### config.mk
export PLATFORM = sky130hd
export DESIGN_NAME = tensor_instruction_scheduler
export DESIGN_NICKNAME = d
export VERILOG_FILES = /design/src/rtl/tensor_instruction_scheduler.sv
export SDC_FILE = /design/constraint.sdc
export NUM_CORES = 1
export LEC_CHECK = 0
export BUFFER_PORTS_ARGS = -buffer_cell sky130_fd_sc_hd__clkbuf_2
export CORE_MARGIN = 10
export CORE_UTILIZATION = 50
export CTS_CLUSTER_SIZE = 16
export DETAILED_ROUTE_END_ITERATION = 10
export MAX_ROUTING_LAYER = met4
export PLACE_DENSITY_LB_ADDON = 0.3
export SKIP_CTS_REPAIR_TIMING = 1
export SLEW_MARGIN = 15
export SYNTH_ARGS = -nofsm -noshare
export SYNTH_HDL_FRONTEND = slang
export SYNTH_SLANG_ARGS = --single-unit
### constraint.sdc
create_clock -name clock_in -period 6.4 [get_ports clock_in]
set_clock_uncertainty 0.2 [all_clocks]
set_input_delay 0.96 -clock clock_in [delete_from_list [all_inputs] [get_ports clock_in]]
set_output_delay 0.96 -clock clock_in [all_outputs]
set_load 0.01 [all_outputs]
### src/rtl/tensor_instruction_scheduler.sv
// rtl/tensor_instruction_scheduler.sv - instruction FIFO and NOP-inserting issue scheduler for the tensor core
// Optional stall counter output enabled by TENSOR_SCHED_STALL_COUNTER_EN.
module tensor_instruction_scheduler #(
  parameter int FIFO_DEPTH      = 8,
  parameter int OPERATE_LATENCY = 6,
  parameter int BURST_LENGTH    = 5
) (
  input  logic                            clock_in,
  input  logic                            reset_n_in,
  input  logic                            instr_valid_in,
  input  logic [15:0]                     instr_data_in,
  output logic                            instr_ready_out,
  output logic [15:0]                     cpu_instruction_out,
  output logic                            issue_valid_out,
  output logic                            burst_read_active_out,
  output logic                            tensor_busy_out,
  output logic [$clog2(FIFO_DEPTH+1)-1:0] fifo_count_out,
  output logic                            idle_out
`ifdef TENSOR_SCHED_STALL_COUNTER_EN
  ,
  output logic [15:0]                     stall_cycles_out
`endif
);

  localparam int CW  = $clog2(FIFO_DEPTH + 1);
  localparam int PW  = $clog2(FIFO_DEPTH);
  localparam int OCW = $clog2(OPERATE_LATENCY + 1);
  localparam int BCW = $clog2(BURST_LENGTH + 1);

  localparam logic [CW-1:0]  FULL_LEVEL  = CW'(FIFO_DEPTH);
  localparam logic [CW-1:0]  WRITE_NEED  = CW'(BURST_LENGTH + 1);
  localparam logic [OCW-1:0] OP_LOAD     = OCW'(OPERATE_LATENCY - 1);
  localparam logic [BCW-1:0] BURST_LOAD  = BCW'(BURST_LENGTH);

  localparam logic [1:0] ST_ISSUE        = 2'd0;
  localparam logic [1:0] ST_OPERATE_WAIT = 2'd1;
  localparam logic [1:0] ST_BURST_READ   = 2'd2;
  localparam logic [1:0] ST_BURST_WRITE  = 2'd3;

  logic [15:0]    mem [FIFO_DEPTH];
  logic [PW-1:0]  wr_ptr, rd_ptr;
  logic [CW-1:0]  count;
  logic [1:0]     state, nxt_state;
  logic [OCW-1:0] op_cnt, nxt_op_cnt;
  logic [BCW-1:0] b_cnt, nxt_b_cnt;

  logic [15:0] head;
  logic        empty, push, pop;
  logic        head_operate, head_burst_read, head_burst_write, head_gen_reset;
  logic        gen_reset_issue, busy_nxt, burst_read_nxt;

  assign head             = mem[rd_ptr];
  assign empty            = (count == '0);
  assign instr_ready_out  = (count < FULL_LEVEL);
  assign push             = instr_valid_in && instr_ready_out;
  assign fifo_count_out   = count;
  assign idle_out         = (state == ST_ISSUE) && empty && (op_cnt == '0) && (b_cnt == '0);

  assign head_operate     = (head[1:0] == 2'b10);
  assign head_burst_read  = (head[1:0] == 2'b11) && !head[2];
  assign head_burst_write = (head[1:0] == 2'b11) && head[2];
  assign head_gen_reset   = (head[1:0] == 2'b00) && (head[3:2] == 2'b11);

  always_comb begin
    pop             = 1'b0;
    nxt_state       = state;
    nxt_op_cnt      = op_cnt;
    nxt_b_cnt       = b_cnt;
    gen_reset_issue = 1'b0;
    busy_nxt        = 1'b0;
    burst_read_nxt  = 1'b0;
    case (state)
      ST_ISSUE: begin
        if (!empty) begin
          // A burst write only starts once every data word is already queued.
          if (head_burst_write) begin
            if (count >= WRITE_NEED) begin
              pop       = 1'b1;
              nxt_b_cnt = BURST_LOAD;
              nxt_state = ST_BURST_WRITE;
            end
          end else begin
            pop = 1'b1;
            if (head_operate) begin
              nxt_op_cnt = OP_LOAD;
              nxt_state  = ST_OPERATE_WAIT;
            end else if (head_burst_read) begin
              nxt_b_cnt = BURST_LOAD;
              nxt_state = ST_BURST_READ;
            end else if (head_gen_reset) begin
              nxt_op_cnt      = '0;
              nxt_b_cnt       = '0;
              gen_reset_issue = 1'b1;
            end
          end
        end
      end
      ST_OPERATE_WAIT, ST_BURST_READ: begin
        // A queued GENERIC RESET cuts any wait short.
        if (!empty && head_gen_reset) begin
          pop             = 1'b1;
          nxt_op_cnt      = '0;
          nxt_b_cnt       = '0;
          gen_reset_issue = 1'b1;
          nxt_state       = ST_ISSUE;
        end else if (state == ST_OPERATE_WAIT) begin
          busy_nxt   = 1'b1;
          nxt_op_cnt = (op_cnt == '0) ? '0 : op_cnt - OCW'(1);
          if (op_cnt <= OCW'(1)) nxt_state = ST_ISSUE;
        end else begin
          burst_read_nxt = 1'b1;
          nxt_b_cnt      = (b_cnt == '0) ? '0 : b_cnt - BCW'(1);
          if (b_cnt <= BCW'(1)) nxt_state = ST_ISSUE;
        end
      end
      default: begin
        pop       = !empty;
        nxt_b_cnt = (b_cnt == '0) ? '0 : b_cnt - BCW'(1);
        if (b_cnt <= BCW'(1)) nxt_state = ST_ISSUE;
      end
    endcase
  end

  always_ff @(posedge clock_in) begin
    if (push) mem[wr_ptr] <= instr_data_in;
  end

  always_ff @(posedge clock_in or negedge reset_n_in) begin
    if (!reset_n_in) begin
      wr_ptr                <= '0;
      rd_ptr                <= '0;
      count                 <= '0;
      state                 <= ST_ISSUE;
      op_cnt                <= '0;
      b_cnt                 <= '0;
      cpu_instruction_out   <= 16'h0000;
      issue_valid_out       <= 1'b0;
      tensor_busy_out       <= 1'b0;
      burst_read_active_out <= 1'b0;
    end else begin
      if (push) wr_ptr <= wr_ptr + PW'(1);
      if (pop)  rd_ptr <= rd_ptr + PW'(1);
      case ({push, pop})
        2'b10:   count <= count + CW'(1);
        2'b01:   count <= count - CW'(1);
        default: count <= count;
      endcase
      state                 <= nxt_state;
      op_cnt                <= nxt_op_cnt;
      b_cnt                 <= nxt_b_cnt;
      cpu_instruction_out   <= pop ? head : 16'h0000;
      issue_valid_out       <= pop;
      tensor_busy_out       <= busy_nxt;
      burst_read_active_out <= burst_read_nxt;
    end
  end

`ifdef TENSOR_SCHED_STALL_COUNTER_EN
  always_ff @(posedge clock_in or negedge reset_n_in) begin
    if (!reset_n_in) begin
      stall_cycles_out <= 16'h0000;
    end else if (gen_reset_issue) begin
      stall_cycles_out <= 16'h0000;
    end else if (!empty && !pop && (stall_cycles_out != 16'hFFFF)) begin
      stall_cycles_out <= stall_cycles_out + 16'h0001;
    end
  end
`endif

endmodule
==> flow_metrics.env <==
export IMPL_hold_class="flip-flop to flip-flop"
export IMPL_ctsLongestPathBuffers=2
export IMPL_drive_gt1_frac=0.296
export IMPL_antenna_found_initial=0
export IMPL_power_frac_seq=0.400
export IMPL_intPower_uw=2520
export IMPL_fin_crit_ns=4.49
export IMPL_numCtsBuffers=17
export IMPL_clock_latency_ns=0.42
export IMPL_net_switching_power_uw=1250
export IMPL_outcome="finished clean"
export IMPL_drv_slew=0
export IMPL_ctsHtreeMaxLevel=4
export IMPL_syn_nets=402
export IMPL_die_h_um=136
export IMPL_synthArstFlopShare=0.224
export IMPL_cts_clk_slew_worst_paths_ns=0.06
export IMPL_slew_headroom=0.269
export IMPL_worst_path_max_fanout=21
export IMPL_rsz0062_at_grt="false"
export IMPL_switching_share=0.332
export IMPL_tightest_slew_ns=1.10
export IMPL_power_frac_comb=0.349
export IMPL_nFillCells=987
export IMPL_pwr_density_cell_mw_per_mm2=490
export IMPL_worstPathArrival_ns=4.59
export IMPL_cp_required_ns=6.49
export IMPL_n_antenna_cell=0
export IMPL_clockRootBuffer="clkbuf_16"
export IMPL_drv_cap=0
export IMPL_fmax_mhz=223
export IMPL_peakVddDrop_mv=0.219
export IMPL_holdCritStartpoint="wr_ptr[2]$_DFFE_PN0P_"
export IMPL_fp_dieW_um=136
export IMPL_critical_path_class="flip-flop to flip-flop"
export IMPL_multi_input_area_sq_mm=0.00182
export IMPL_io_buffers=43
export IMPL_overflow=0
export IMPL_grt_max_degree=38
export IMPL_critPathCaptureType="flip-flop"
export IMPL_io_pins=44
export IMPL_p_leak_uw=0.00282
export IMPL_register_area_sq_mm=0.00477
export IMPL_setup_viol=0
export IMPL_synth_cell_type_count=51
export IMPL_layout_nets=460
export IMPL_syn2layout_area_growth_pct=14.8
export IMPL_hold_violations=0
export IMPL_dpl_hpwl_um=7770
export IMPL_die_area_sq_mm=0.0185
export IMPL_ant_nets=0
export IMPL_grt_pass1_wl_um=19900
export IMPL_wl_um=12500
export IMPL_post_place_ws_ns=1.88
export IMPL_rows=42
export IMPL_drt_iter0_markers=248
export IMPL_synth_edf_count=128
export IMPL_drtPass1Iterations=4
export IMPL_ys_flop_type="edfxtp_1"
export IMPL_synth_cells=371
export IMPL_synthesis_area_sq_mm=0.00671
export IMPL_gp_congestion=0.773
export IMPL_avgSynthCellArea_sq_um=18.1
export IMPL_post_drt_wl_per_cell_um=20.2
export IMPL_routed_via_density=5.60
export IMPL_remaining_drc_errors=0
export IMPL_grtUsageTotal=0.148
export IMPL_cts_tree="built"
export IMPL_clock_sinks=165
export IMPL_initial_core_util=0.509
export IMPL_grt_pass1_vias=3647
export IMPL_final_period_utilization=0.702
export IMPL_cp_startpoint="rd_ptr[2]$_DFFE_PN0P_"
export IMPL_startpoint_type="flip-flop"
export IMPL_ys_ff_latch=165
export IMPL_core_sq_mm=0.0132
export IMPL_rr_startpoint="rd_ptr[2]$_DFFE_PN0P_"
export IMPL_clkPwrFrac=0.251
export IMPL_fin_tns_setup_ns=0
export IMPL_vias=3459
export IMPL_yosysWarnings=0
export IMPL_fin_ws_ns=1.91
export IMPL_ys_seq_area_frac=0.711
critical path, cell delays in order, from the launching register on:
cell,delay (ns)
dfrtp_1,1.06
mux4_2,0.41
mux2_2,0.33
and4b_1,0.32
a221oi_2,0.33
or2_1,0.15
buf_4,0.25
inv_1,0.12
ha_1,0.29
xor2_1,0.19
ha_1,0.20
a21oi_1,0.15
xor2_1,0.16
nor2_1,0.06
xor2_1,0.14
routing by layer:
layer  share of wire  global-route usage
met1            0.41               0.172
met2            0.51               0.238
met3           0.056              0.0458
met4           0.017              0.0550
met5               0                   -
synth_stat cells (2+ instances only):
cell type,number,area (sq um)
nor2b_1,6,37.5
o22ai_1,2,12.5
nand2b_1,6,37.5
xnor2_1,4,35.0
or2_2,2,12.5
nand2_1,7,26.3
a211oi_1,2,15.0
o2bb2ai_1,3,26.3
o21ai_0,6,30.0
buf_6,4,45.0
nor2_1,32,120
clkbuf_1,5,18.8
buf_2,2,10.0
edfxtp_1,128,3840
xor2_1,6,52.6
or4_1,2,15.0
nand3_1,5,25.0
mux2_2,5,56.3
ha_1,12,150
mux4_2,32,721
o221ai_1,2,17.5
dfrtp_1,37,926
inv_1,11,41.3
mux2i_1,14,140
buf_1,3,11.3
nor3_1,5,25.0
a21oi_1,4,20.0
stage by stage:
step / power (uW) / utilization / area [sq um] / hold WS (ns) / cells
after floorplan: 2520 / - / 6710 / 0.257 / 371
after global placement: 2820 / 0.542 / 7150 / 0.283 / 586
after detailed placement: 2860 / 0.542 / 7150 / 0.297 / 586
after CTS: 3810 / 0.584 / 7700 / 0.309 / 618
after global routing: 3990 / 0.584 / 7700 / 0.332 / 618
final: 3770 / 0.584 / 7700 / 0.299 / 618
path summary, 6_finish.rpt:
path,to,slack [ns],cells after the start
min in group asynchronous,wr_ptr[2]$_DFFE_PN0P_,0.50,1
hold / removal,wr_ptr[2]$_DFFE_PN0P_,0.30,1
setup / recovery,fifo_count_out[2]$_DFFE_PN0P_,1.91,14
setup reg to reg,fifo_count_out[2]$_DFFE_PN0P_,1.91,14
hold reg to reg,wr_ptr[2]$_DFFE_PN0P_,0.30,1
max in group asynchronous,rd_ptr[0]$_DFFE_PN0P_,4.82,1
registers in the layout, summed over array words and instances (netlist names):
register               flops
burst_read_active_out      1
cpu_instruction_out       16
op_cnt                     3
rd_ptr                     3
fifo_count_out             4
tensor_busy_out            1
issue_valid_out            1
state                      2
wr_ptr                     3
mem                      128
b_cnt                      3
logic make-up (layout without fill, tap and decap cells):
group	Yosys count	in the layout	synth area share
muxes	54	54	0.144
DFF	165	165	0.711
and+or+nand+nor	73	73	0.0545
buffers and inverters	26	97	0.0200
xor gates and xnor gates	10	10	0.0131
adders and majority gates	12	12	0.0224
AOI/OAI and AO/OA	31	31	0.0349
layout by cell type, fill, tap and decap left out, types with 7 or more instances in the layout:
cell | netlist | final
edfxtp_1 | 128 | 128
clkbuf_2 | 0 | 43
dfrtp_1 | 37 | 36
mux4_2 | 32 | 32
nor2_1 | 32 | 32
clkbuf_16 | 0 | 17
mux2i_1 | 14 | 14
ha_1 | 12 | 12
inv_1 | 11 | 11
buf_4 | 1 | 11
nand2_1 | 7 | 7
final cells by class:
type,count,area share
inverters,11,0.00536
clock inverters,15,0.0166
multi-input cells,180,0.236
clock buffers,17,0.0553
repair buffers,54,0.0387
well taps,176,0.0286
flip-flops and latches,165,0.620
power groups by stage:
stage                     registers [uW]  clock network (uW)  logic (uW)
after floorplan                     1490                   0        1030
after global placement              1520                   0        1290
after detailed placement            1530                   0        1330
after CTS                           1510                 965        1330
after global routing                1530                1010        1450
final                               1510                 947        1310
Note: power is estimated with default switching activity, not from simulation.
